`config.mk`:
```
export PLATFORM = sky130hd
export DESIGN_NAME = rdi_sb_resp_engine
export DESIGN_NICKNAME = d
export VERILOG_FILES = /design/src/rtl/rdi_msg_pkg.sv /design/src/rtl/rdi_req_fifo.sv /design/src/rtl/rdi_sb_resp_engine.sv
export SDC_FILE = /design/constraint.sdc
export NUM_CORES = 1
export LEC_CHECK = 0
export ABC_AREA = 1
export ABC_CLOCK_PERIOD_IN_PS = 4100
export CAP_MARGIN = 5
export CORE_ASPECT_RATIO = 1.75
export CORE_MARGIN = 3
export CORE_UTILIZATION = 49
export DETAILED_ROUTE_END_ITERATION = 12
export MAX_ROUTING_LAYER = met4
export PLACE_DENSITY = 0.83
export SETUP_SLACK_MARGIN = 0.2
export SLEW_MARGIN = 20
export SYNTH_ARGS = -nofsm -noshare
export SYNTH_HDL_FRONTEND = slang
export SYNTH_SLANG_ARGS = --single-unit
```
`constraint.sdc`:
```
create_clock -name lclk -period 4.1 [get_ports lclk]
set_input_delay 0.82 -clock lclk [delete_from_list [all_inputs] [get_ports lclk]]
set_output_delay 0.82 -clock lclk [all_outputs]
set_load 0.1 [all_outputs]
```
`src/rtl/rdi_msg_pkg.sv`:
```
// rtl/rdi_msg_pkg.sv - sideband message codes, request-to-response map, responder FSM states
package rdi_msg_pkg;

  localparam logic [3:0] ACTIVE_REQ    = 4'd1;
  localparam logic [3:0] L1_REQ        = 4'd2;
  localparam logic [3:0] L2_REQ        = 4'd3;
  localparam logic [3:0] LINKRESET_REQ = 4'd4;
  localparam logic [3:0] LINKERROR_REQ = 4'd5;
  localparam logic [3:0] RETRAIN_REQ   = 4'd6;
  localparam logic [3:0] DISABLE_REQ   = 4'd7;

  localparam logic [3:0] ACTIVE_RSP    = 4'd8;
  localparam logic [3:0] PM_NAK        = 4'd9;
  localparam logic [3:0] L1_RSP        = 4'd10;
  localparam logic [3:0] L2_RSP        = 4'd11;
  localparam logic [3:0] LINKRESET_RSP = 4'd12;
  localparam logic [3:0] LINKERROR_RSP = 4'd13;
  localparam logic [3:0] RETRAIN_RSP   = 4'd14;
  localparam logic [3:0] DISABLE_RSP   = 4'd15;

  typedef enum logic [2:0] {
    ST_IDLE,
    ST_LOAD,
    ST_SEND,
    ST_WAIT_DONE,
    ST_DONE
  } resp_state_e;

  // Power-management requests are refused with PM_NAK unless the local side allows them.
  function automatic logic [3:0] map_req_to_rsp(input logic [2:0] req, input logic pm_allow);
    logic [3:0] rsp;
    rsp = ACTIVE_RSP;
    case (req)
      ACTIVE_REQ[2:0]:    rsp = ACTIVE_RSP;
      L1_REQ[2:0]:        rsp = pm_allow ? L1_RSP : PM_NAK;
      L2_REQ[2:0]:        rsp = pm_allow ? L2_RSP : PM_NAK;
      LINKRESET_REQ[2:0]: rsp = LINKRESET_RSP;
      LINKERROR_REQ[2:0]: rsp = LINKERROR_RSP;
      RETRAIN_REQ[2:0]:   rsp = RETRAIN_RSP;
      DISABLE_REQ[2:0]:   rsp = DISABLE_RSP;
      default:            rsp = ACTIVE_RSP;
    endcase
    return rsp;
  endfunction

endpackage

```
`src/rtl/rdi_req_fifo.sv`:
```
// rtl/rdi_req_fifo.sv - synchronous request FIFO with flush and single-entry replace
// Ports:
//   lclk, sys_rst    clock, asynchronous active-low reset
//   flush            empty the FIFO (highest priority)
//   replace          drop all entries and write push_data as the sole entry
//   push, push_data  enqueue (ignored when full)
//   pop              dequeue the head (ignored when empty)
//   head             current head entry
//   full, empty      status
//   count            occupancy, registered
module rdi_req_fifo
  import rdi_msg_pkg::*;
#(
  parameter int DEPTH = 4,
  parameter int MSG_W = 4,
  parameter int PTR_W = $clog2(DEPTH)
) (
  input  logic             lclk,
  input  logic             sys_rst,
  input  logic             flush,
  input  logic             replace,
  input  logic             push,
  input  logic [MSG_W-1:0] push_data,
  input  logic             pop,
  output logic [MSG_W-1:0] head,
  output logic             full,
  output logic             empty,
  output logic [PTR_W:0]   count
);

  logic [MSG_W-1:0] mem [DEPTH];
  logic [PTR_W-1:0] rd_ptr;
  logic [PTR_W-1:0] wr_ptr;
  logic             do_push;
  logic             do_pop;

  assign full    = (count == (PTR_W+1)'(DEPTH));
  assign empty   = (count == '0);
  assign head    = mem[rd_ptr];
  // Full is judged before any same-cycle pop, so a pop never makes room for a push.
  assign do_push = push && !full;
  assign do_pop  = pop && !empty;

  always_ff @(posedge lclk or negedge sys_rst) begin
    if (!sys_rst) begin
      rd_ptr <= '0;
      wr_ptr <= '0;
      count  <= '0;
    end else if (flush) begin
      rd_ptr <= '0;
      wr_ptr <= '0;
      count  <= '0;
    end else if (replace) begin
      rd_ptr <= '0;
      wr_ptr <= PTR_W'(1);
      count  <= (PTR_W+1)'(1);
    end else begin
      if (do_push) wr_ptr <= wr_ptr + PTR_W'(1);
      if (do_pop)  rd_ptr <= rd_ptr + PTR_W'(1);
      case ({do_push, do_pop})
        2'b10:   count <= count + (PTR_W+1)'(1);
        2'b01:   count <= count - (PTR_W+1)'(1);
        default: count <= count;
      endcase
    end
  end

  always_ff @(posedge lclk) begin
    if (!flush) begin
      if (replace)      mem[0]      <= push_data;
      else if (do_push) mem[wr_ptr] <= push_data;
    end
  end

endmodule

```
`src/rtl/rdi_sb_resp_engine.sv`:
```
// rtl/rdi_sb_resp_engine.sv - queued sideband state-request responder with TX handshake and timeout
// Ports:
//   lclk, sys_rst            clock, asynchronous active-low reset
//   i_enable                 engine enable; low flushes the queue and idles the FSM
//   i_clr_flags              clears o_overflow / o_timeout (a same-cycle set wins)
//   i_rx_sb_message          received sideband code, qualified by i_rx_msg_valid
//   i_req_accept_mask        bit k-1 enables request code k
//   i_pm_allow               grant L1/L2 (1) or answer PM_NAK (0), sampled on load
//   i_tx_busy                TX sideband busy, holds off a new send
//   i_tx_done_send_message   TX finished the current message
//   o_tx_sb_message          response code, o_tx_msg_valid qualifies it
//   o_resp_done, o_resp_code one-cycle completion pulse and held completed code
//   o_rejected               one-cycle pulse for a masked request
//   o_pending                queue occupancy
//   o_overflow, o_timeout    sticky error flags
module rdi_sb_resp_engine
  import rdi_msg_pkg::*;
#(
  parameter int MSG_W       = 4,
  parameter int DEPTH       = 4,
  parameter int TIMEOUT_CYC = 1024,
  parameter int PTR_W       = $clog2(DEPTH)
) (
  input  logic             lclk,
  input  logic             sys_rst,
  input  logic             i_enable,
  input  logic             i_clr_flags,
  input  logic [MSG_W-1:0] i_rx_sb_message,
  input  logic             i_rx_msg_valid,
  input  logic [6:0]       i_req_accept_mask,
  input  logic             i_pm_allow,
  input  logic             i_tx_busy,
  input  logic             i_tx_done_send_message,
  output logic [MSG_W-1:0] o_tx_sb_message,
  output logic             o_tx_msg_valid,
  output logic             o_resp_done,
  output logic [MSG_W-1:0] o_resp_code,
  output logic             o_rejected,
  output logic [PTR_W:0]   o_pending,
  output logic             o_overflow,
  output logic             o_timeout
);

  localparam int TMR_W = (TIMEOUT_CYC > 2) ? $clog2(TIMEOUT_CYC) : 1;
  localparam logic [TMR_W-1:0] TMR_LAST = TMR_W'(TIMEOUT_CYC - 1);

  resp_state_e      state_q, state_d;
  logic [TMR_W-1:0] timer_q;
  logic [MSG_W-1:0] resp_q;

  logic [MSG_W-1:0] fifo_head;
  logic             fifo_full;
  logic             fifo_empty;

  logic             is_req;
  logic             is_linkerr;
  logic             mask_hit;
  logic             push_try;
  logic             fifo_push;
  logic             fifo_replace;
  logic             reject_set;
  logic             ovf_set;

  logic             pop;
  logic             load_resp;
  logic             start_send;
  logic             timer_inc;
  logic             tmo_set;

  // Request decode; anything outside 1..7 is silently ignored.
  assign is_req     = (i_rx_sb_message != '0) && (i_rx_sb_message < MSG_W'(8));
  assign is_linkerr = (i_rx_sb_message == MSG_W'(LINKERROR_REQ));
  assign mask_hit   = i_req_accept_mask[i_rx_sb_message[2:0] - 3'd1];
  assign push_try   = i_enable && i_rx_msg_valid && is_req && mask_hit;
  assign reject_set = i_enable && i_rx_msg_valid && is_req && !mask_hit;

  // LINKERROR always preempts the backlog, so it can never overflow.
  assign fifo_replace = push_try && is_linkerr;
  assign fifo_push    = push_try && !is_linkerr;
  assign ovf_set      = fifo_push && fifo_full;

  rdi_req_fifo #(
    .DEPTH (DEPTH),
    .MSG_W (MSG_W),
    .PTR_W (PTR_W)
  ) u_fifo (
    .lclk      (lclk),
    .sys_rst   (sys_rst),
    .flush     (!i_enable),
    .replace   (fifo_replace),
    .push      (fifo_push),
    .push_data (i_rx_sb_message),
    .pop       (pop),
    .head      (fifo_head),
    .full      (fifo_full),
    .empty     (fifo_empty),
    .count     (o_pending)
  );

  always_comb begin
    state_d    = state_q;
    pop        = 1'b0;
    load_resp  = 1'b0;
    start_send = 1'b0;
    timer_inc  = 1'b0;
    tmo_set    = 1'b0;
    case (state_q)
      ST_IDLE: begin
        if (!fifo_empty) state_d = ST_LOAD;
      end
      ST_LOAD: begin
        pop       = 1'b1;
        load_resp = 1'b1;
        state_d   = ST_SEND;
      end
      ST_SEND: begin
        if (!i_tx_busy) begin
          start_send = 1'b1;
          state_d    = ST_WAIT_DONE;
        end
      end
      ST_WAIT_DONE: begin
        if (i_tx_done_send_message) begin
          state_d = ST_DONE;
        end else if (timer_q == TMR_LAST) begin
          tmo_set = 1'b1;
          state_d = ST_IDLE;
        end else begin
          timer_inc = 1'b1;
        end
      end
      ST_DONE: begin
        state_d = ST_IDLE;
      end
      default: begin
        state_d = ST_IDLE;
      end
    endcase
    if (!i_enable) begin
      state_d    = ST_IDLE;
      pop        = 1'b0;
      load_resp  = 1'b0;
      start_send = 1'b0;
      timer_inc  = 1'b0;
      tmo_set    = 1'b0;
    end
  end

  always_ff @(posedge lclk or negedge sys_rst) begin
    if (!sys_rst) begin
      state_q         <= ST_IDLE;
      timer_q         <= '0;
      resp_q          <= '0;
      o_tx_sb_message <= '0;
      o_tx_msg_valid  <= 1'b0;
      o_resp_done     <= 1'b0;
      o_resp_code     <= '0;
      o_rejected      <= 1'b0;
      o_overflow      <= 1'b0;
      o_timeout       <= 1'b0;
    end else begin
      state_q <= state_d;

      if (load_resp) resp_q <= MSG_W'(map_req_to_rsp(fifo_head[2:0], i_pm_allow));

      if (start_send) begin
        timer_q         <= '0;
        o_tx_sb_message <= resp_q;
      end else if (timer_inc) begin
        timer_q <= timer_q + TMR_W'(1);
      end

      // Outputs follow the next state so they are registered yet aligned with it.
      o_tx_msg_valid <= (state_d == ST_WAIT_DONE);
      o_resp_done    <= (state_d == ST_DONE);
      if (state_d == ST_DONE) o_resp_code <= resp_q;

      o_rejected <= reject_set;

      if (ovf_set)          o_overflow <= 1'b1;
      else if (i_clr_flags) o_overflow <= 1'b0;

      if (tmo_set)          o_timeout <= 1'b1;
      else if (i_clr_flags) o_timeout <= 1'b0;
    end
  end

endmodule

```
# --- After elaboration in Yosys (flattened, before gate mapping) ---
# Memories as Yosys holds them, arrays and structs flattened.
# Index checks and enable logic that the tools add are counted.
op_classes:
  n_mux: 48
  eq_ne: 19
  addsub: 6
  order_cmp: 2
  reduce_logical: 21
op_table:
  columns: ["cell", "count"]
  rows:
  - ["1-bit 2-to-1 mux", 25]
  - ["3-bit 2-to-1 mux", 7]
  - ["10-bit 2-to-1 mux", 2]
  - ["3-bit == test (second input constant)", 6]
  - ["2-bit 2-to-1 mux", 9]
  - ["3-bit case mux with 6 select lines", 1]
  - ["3-bit by 2-bit == test with 1-bit output (second input constant)", 5]
  - ["3-bit case mux with 4 select lines", 1]
  - ["10-bit by 1-bit adder with 10-bit output (second input constant)", 1]
  - ["10-bit == test (second input constant)", 1]
  - ["1-bit logical AND", 10]
  - ["3-bit logical NOT", 2]
  - ["3-bit by 1-bit != test with 1-bit output (second input constant)", 2]
  - ["3-bit case mux with 2 select lines", 1]
  - ["2-bit nonzero test", 3]
  - ["3-bit by 1-bit subtractor with 3-bit output (second input constant)", 2]
  - ["2-bit by 1-bit adder with 2-bit output (second input constant)", 2]
  - ["4-bit by 3-bit == test with 1-bit output (second input constant)", 1]
  - ["1-bit logical NOT", 4]
  - ["3-bit by 4-bit < comparator with 1-bit output (second input constant)", 1]
  - ["4-bit < comparator (second input constant)", 1]
  - ["4-bit 2-to-1 mux", 1]
  - ["4-bit by 1-bit != test with 1-bit output (second input constant)", 1]
  - ["4-bit nonzero test", 1]
  - ["other kinds (6)", 6]
word_totals:
  wordCells: 110
  ramBits: 16
  n_memories: 1
  regBits: 37
  output_inout_bits: 16
mem_list:
  columns: ["memory", "words", "width", "rd", "rd_ports_with_merged_regs", "wr", "line_no", "rtl"]
  rows:
  - ["u_fifo.mem", 4, 4, 1, 0, 1, "rdi_req_fifo.sv:31", "logic [MSG_W-1:0] mem [DEPTH];"]

# --- Depth between registers and ports, before layout ---
logic_depth:
  depth_word: 12
  mapped_depth: 14

# --- Modules after synthesis ---
# Synthesis repeated with hierarchy kept, for this count alone.
unflattened:
  cells_unflattened: 330
  area_unflattened_um2: 2877.8
by_module_without_submodules:
  columns: ["mod", "area_per_inst_um2", "n_inst", "cells_each"]
  rows:
  - ["rdi_sb_resp_engine", 1800.5, 1, 219]
  - ["rdi_req_fifo", 1077.3, 1, 111]

# --- Worst setup path before layout ---
# No wires, ideal clock.
synth_path:
  path_kind: "in2reg"
  startpoint: "in i_rx_sb_message[0]"
  endpoint: "reg u_fifo.count[2]"
  setup_slack_ns: 1.133
  stages: 13
  setup_ns: 0.073
  arrival_time_ns: 2.894
  n_path_buf: 0
  cell_sequence: "inv_1 > ha_1 > inv_1 > nand2_1 > nand3_1 > nand2_1 > nand4_1 > ha_1 > fa_1 > a21oi_1 > o21ai_0 > xor2_1 > nor2_1"
synth_via:
  elab_chain_len: 10
synth_rtl:
  columns: ["item", "line_no", "rtl"]
  rows:
  - ["start, declared", "rdi_sb_resp_engine.sv:28", "input logic [MSG_W-1:0] i_rx_sb_message,"]
  - ["3-bit by 1-bit subtractor with 3-bit output, or another cell as far along", "rdi_sb_resp_engine.sv:73", "assign mask_hit = i_req_accept_mask[i_rx_sb_message[2:0] - 3'd1];"]
  - ["1-bit binary-select mux with 3-bit select or 1-bit logical AND (tied branches)", "rdi_sb_resp_engine.sv:73, rdi_sb_resp_engine.sv:71", null]
  - ["1-bit 2-to-1 mux (not written as such) or 1-bit logical AND (tied branches)", "rdi_sb_resp_engine.sv:73, rdi_sb_resp_engine.sv:74", null]
  - ["1-bit logical AND", "rdi_sb_resp_engine.sv:74", "assign push_try = i_enable && i_rx_msg_valid && is_req && mask_hit;"]
  - ["1-bit logical AND", "rdi_sb_resp_engine.sv:79", "assign fifo_push = push_try && !is_linkerr;"]
  - ["1-bit logical AND", "rdi_req_fifo.sv:41", "assign do_push = push && !full;"]
  - ["2-bit by 1-bit == test with 1-bit output or 2-bit == test (tied branches)", "rdi_req_fifo.sv:60", "case ({do_push, do_pop})"]
  - ["3-bit case mux with 2 select lines", "rdi_req_fifo.sv:60", null]
  - ["3-bit 2-to-1 mux", "rdi_req_fifo.sv:53", "end else if (replace) begin"]
  - ["3-bit 2-to-1 mux", "rdi_req_fifo.sv:49", "end else if (flush) begin"]
  - ["end signal, assigned", "rdi_req_fifo.sv:56", "count <= (PTR_W+1)'(1);"]
  - ["end signal, assigned", "rdi_req_fifo.sv:61", "2'b10: count <= count + (PTR_W+1)'(1);"]
  - ["end signal, assigned", "rdi_req_fifo.sv:62", "2'b01: count <= count - (PTR_W+1)'(1);"]
  - ["end, declared", "rdi_req_fifo.sv:28", "output logic [PTR_W:0] count"]
# Parallel ways exist; a longest one is shown, timed or not. The select of a mux whose other input is x is not followed.
# A chain may end at the register's enable or synchronous reset.

# --- Worst setup path after layout ---
layout_path:
  startpoint: "in i_rx_sb_message[1]"
  endpoint: "reg u_fifo.count[2]"
# Same word-level chain as after synthesis.

==> results.sh <==
export IMPL_status="finished, final reports clean"
export IMPL_yosysSeqAreaShare_pct=52.9
export IMPL_peakVddDrop_mv=0.456
export IMPL_crit_buf_inv=3
export IMPL_track_usage_pct=18.7
export IMPL_postRouteAntennaNets=0
export IMPL_path_max_fanout=5
export IMPL_io_buffer_count=34
export IMPL_synth_top_area_share_pct=38.1
export IMPL_final_min_clock_period_ns=3.22
export IMPL_pin_count=35
export IMPL_start_util_pct=51.2
export IMPL_skew_ns=0.00424
export IMPL_cts_resized=0
export IMPL_antenna_found_initial=0
export IMPL_drv_cap=0
export IMPL_finalSetupViolCount=0
export IMPL_drive_gt1_share_pct=5.11
export IMPL_crit_family="adder cells"
export IMPL_dp_cells=357
export IMPL_clk_path_buf_depth=2
export IMPL_drtIter0Drc=46
export IMPL_max_stage_delay_ns=0.54
export IMPL_ys_types=33
export IMPL_cts_htree_levels=2
export IMPL_p_total_mw=1.20
export IMPL_cts_hold_buf=0
export IMPL_instances_no_fill=365
export IMPL_drc=0
export IMPL_worst_slew_pin_slew_ns=0.974
export IMPL_worstSkewPairLatency_ns=0.30
export IMPL_crit_arrival_ns=3.45
export IMPL_yosys_warnings=0
export IMPL_hp_class="flip-flop to flip-flop"
export IMPL_cts_buffers=5
export IMPL_maxSlewHeadroom_pct=34.9
export IMPL_synth_top_cell_by_area="dfrtp_1"
export IMPL_crit_path_cell_trace="clkdlybuf4s50_1 > inv_1 > ha_1 > inv_1 > nand3_1 > nand3_1 > nand2_1 > nand4_1 > ha_1 > fa_1 > a21oi_1 > o21ai_0 > xor2_1 > nor2_1"
export IMPL_hold_viol=0
export IMPL_cts_setup_buffers=0
export IMPL_synth_ff_latch_count=49
export IMPL_root_buffer="clkbuf_8"
export IMPL_dp_hpwl_mm=3.62
export IMPL_grt_pass1_vias=1990
export IMPL_grt_overflow=0
export IMPL_clkSinkCount=49
export IMPL_synth_simple_area_share_pct=24.8
export IMPL_synth_top_family_by_area="simple AND/OR/NAND/NOR gates"
export IMPL_synth_avg_cell_area_um2=8.87
export IMPL_grt_pass1_wl_mm=8.19
export IMPL_clk_pin_slew_ns=0.09
export IMPL_synth_compound_area_share_pct=6.80
export IMPL_slowest_stage="clkdlybuf4s50_1"
export IMPL_num_nets_final=337
export IMPL_fmax_ghz=0.310
export IMPL_critPathLaunchType="input port"
export IMPL_tns_ns=0
export IMPL_muxShareOfSynthArea_pct=0.412
export IMPL_rsz0062_at_grt="false"
export IMPL_n_antenna_cell=0
export IMPL_setup_worst_path_end_class="flip-flop"
export IMPL_cts_tree="done"
export IMPL_required_ns=4.33
export IMPL_syn_inst=274
export IMPL_std_cell_rows=33
export IMPL_avgRoutedWirePerCell_um=13.0
export IMPL_grt_max_degree=38
export IMPL_first_pass_iters=4
export IMPL_synthTopCellsByArea="dfrtp_1 (38%), edfxtp_1 (15%), nand2_1 (11%)"
export IMPL_die_area_um2=5870
export IMPL_fp_dieH_um=99.2
export IMPL_area_growth_syn_to_layout_pct=19.9
export IMPL_drt_wl_total_mm=4.76
export IMPL_maxSlewViolCount=0
export IMPL_crit_type="input port to flip-flop"
export IMPL_powerDensity_nw_per_um2=412
export IMPL_die_width_um=59.2
export IMPL_synth_fp_nets=299
export IMPL_gp_congestion=0.870
export IMPL_p_leak_nw=1.37
export IMPL_synthAdderAreaFrac_pct=3.40
export IMPL_core_area_um2=4750
export IMPL_vias_per_cell=5.36
export IMPL_netlist_area_um2=2430
export IMPL_synthXorXnorAreaFrac_pct=4.33
export IMPL_fin_crit_sh_pct=78.6
export IMPL_vias=1956
## power breakdown
group	switching [mW]	internal [mW]	total [mW]
combinational	0.215	0.0770	0.292
clock	0.160	0.190	0.350
sequential	0.0207	0.537	0.558
total	0.395	0.804	1.20
## cells in the final DEF (no fill, tap or decap), types with 2 or more instances in the layout
cell type,instances
nand3_1,26
dfrtp_1,37
o22ai_1,5
nand4_1,4
inv_1,34
nor3_1,9
ha_1,5
clkdlybuf4s50_1,33
o21ai_0,18
xnor2_1,2
edfxtp_1,12
nor3_2,2
nor2_1,17
clkbuf_8,5
buf_4,2
nand2_1,70
a21oi_1,5
xor2_1,10
## per-stage QoR
step | util (%) | setup WS (ns) | cell area (um^2) | hold WS [ns]
2_1_floorplan | - | 1.13 | 2430 | 0.429
3_3_place_gp | 58.9 | 0.693 | 2800 | 0.442
3_5_place_dp | 58.9 | 0.564 | 2800 | 0.458
4_1_cts | 61.3 | 0.862 | 2910 | 0.478
5_1_grt | 61.3 | 0.633 | 2910 | 0.523
6_report | 61.3 | 0.877 | 2910 | 0.471
## logic make-up after synthesis
kind of cell | count (synthesis)
buffers and inverters | 40
AOI/OAI and AO/OA | 31
and+or+nand+nor | 135
xor gates and xnor gates | 12
adders and majority gates | 6
muxes | 1
DFF | 49
## flip-flops by register name, summed over array words and instances (netlist names)
name,flops
o_overflow,1
o_rejected,1
o_resp_code,4
o_resp_done,1
o_timeout,1
o_tx_msg_valid,1
o_tx_sb_message,4
resp_q,4
state_q,3
timer_q,10
u_fifo.count,3
u_fifo.mem,12
u_fifo.rd_ptr,2
u_fifo.wr_ptr,2
## path summary, 6_finish.rpt
path                                             start                      endpoint  slack (ns)  depth (start not counted)
setup / recovery                    i_rx_sb_message[1]   u_fifo.count[2]$_DFFE_PN0P_        0.88                         14
hold / removal                   resp_q[3]$_DFFE_PN0N_         resp_q[3]$_DFFE_PN0N_        0.47                          2
setup reg to reg           u_fifo.count[0]$_DFFE_PN0P_   u_fifo.count[2]$_DFFE_PN0P_        2.00                          8
hold reg to reg                  resp_q[3]$_DFFE_PN0N_         resp_q[3]$_DFFE_PN0N_        0.47                          2
max in group asynchronous                      sys_rst  u_fifo.rd_ptr[0]$_DFFE_PN0P_        3.00                          1
min in group asynchronous                      sys_rst      o_tx_msg_valid$_DFF_PN0_        0.60                          1
## final cells by class
cell class | count | area [um^2]
Fill cell | 397 | 1840
Sequential cell | 49 | 1290
Multi-Input combinational cell | 185 | 965
Inverter | 35 | 131
Timing Repair Buffer | 36 | 350
Tap cell | 52 | 65.1
Clock inverter | 2 | 38.8
Clock buffer | 6 | 76.3
## synthesized netlist by cell type, drive strengths merged
library cell and number:
a31oi 1, o21ai 19, nor4 1, ha 5
nand2 71, fa 1, edfxtp 12, o22ai 5
mux2i 1, nand3b 1, buf 4, nor2 17
a21oi 5, o211ai 1, dfrtp 37, inv 35
nand4 4, xnor2 2, nand3 27, xor2 10
or2 2, clkbuf 1, nor3 11, nor3b 1
## layer usage
layer | up-vias | global-route usage (%) | wire [um]
li1 | 966 | - | -
met1 | 940 | 17.8 | 1710
met2 | 38 | 34.0 | 2780
met3 | 12 | 2.99 | 119
met4 | 0 | 9.77 | 150
met5 | - | - | 0
## worst register-to-register path: cells and delay by family, from the launching register on
| kind | cells | cell delay (ns) |
|---|---|---|
| compound gates | 2 | 0.26 |
| fa+ha+maj | 2 | 0.63 |
| simple gates | 3 | 0.54 |
| flops | 1 | 0.46 |
| xor+xnor | 1 | 0.15 |
(Power assumes the default switching activity.)
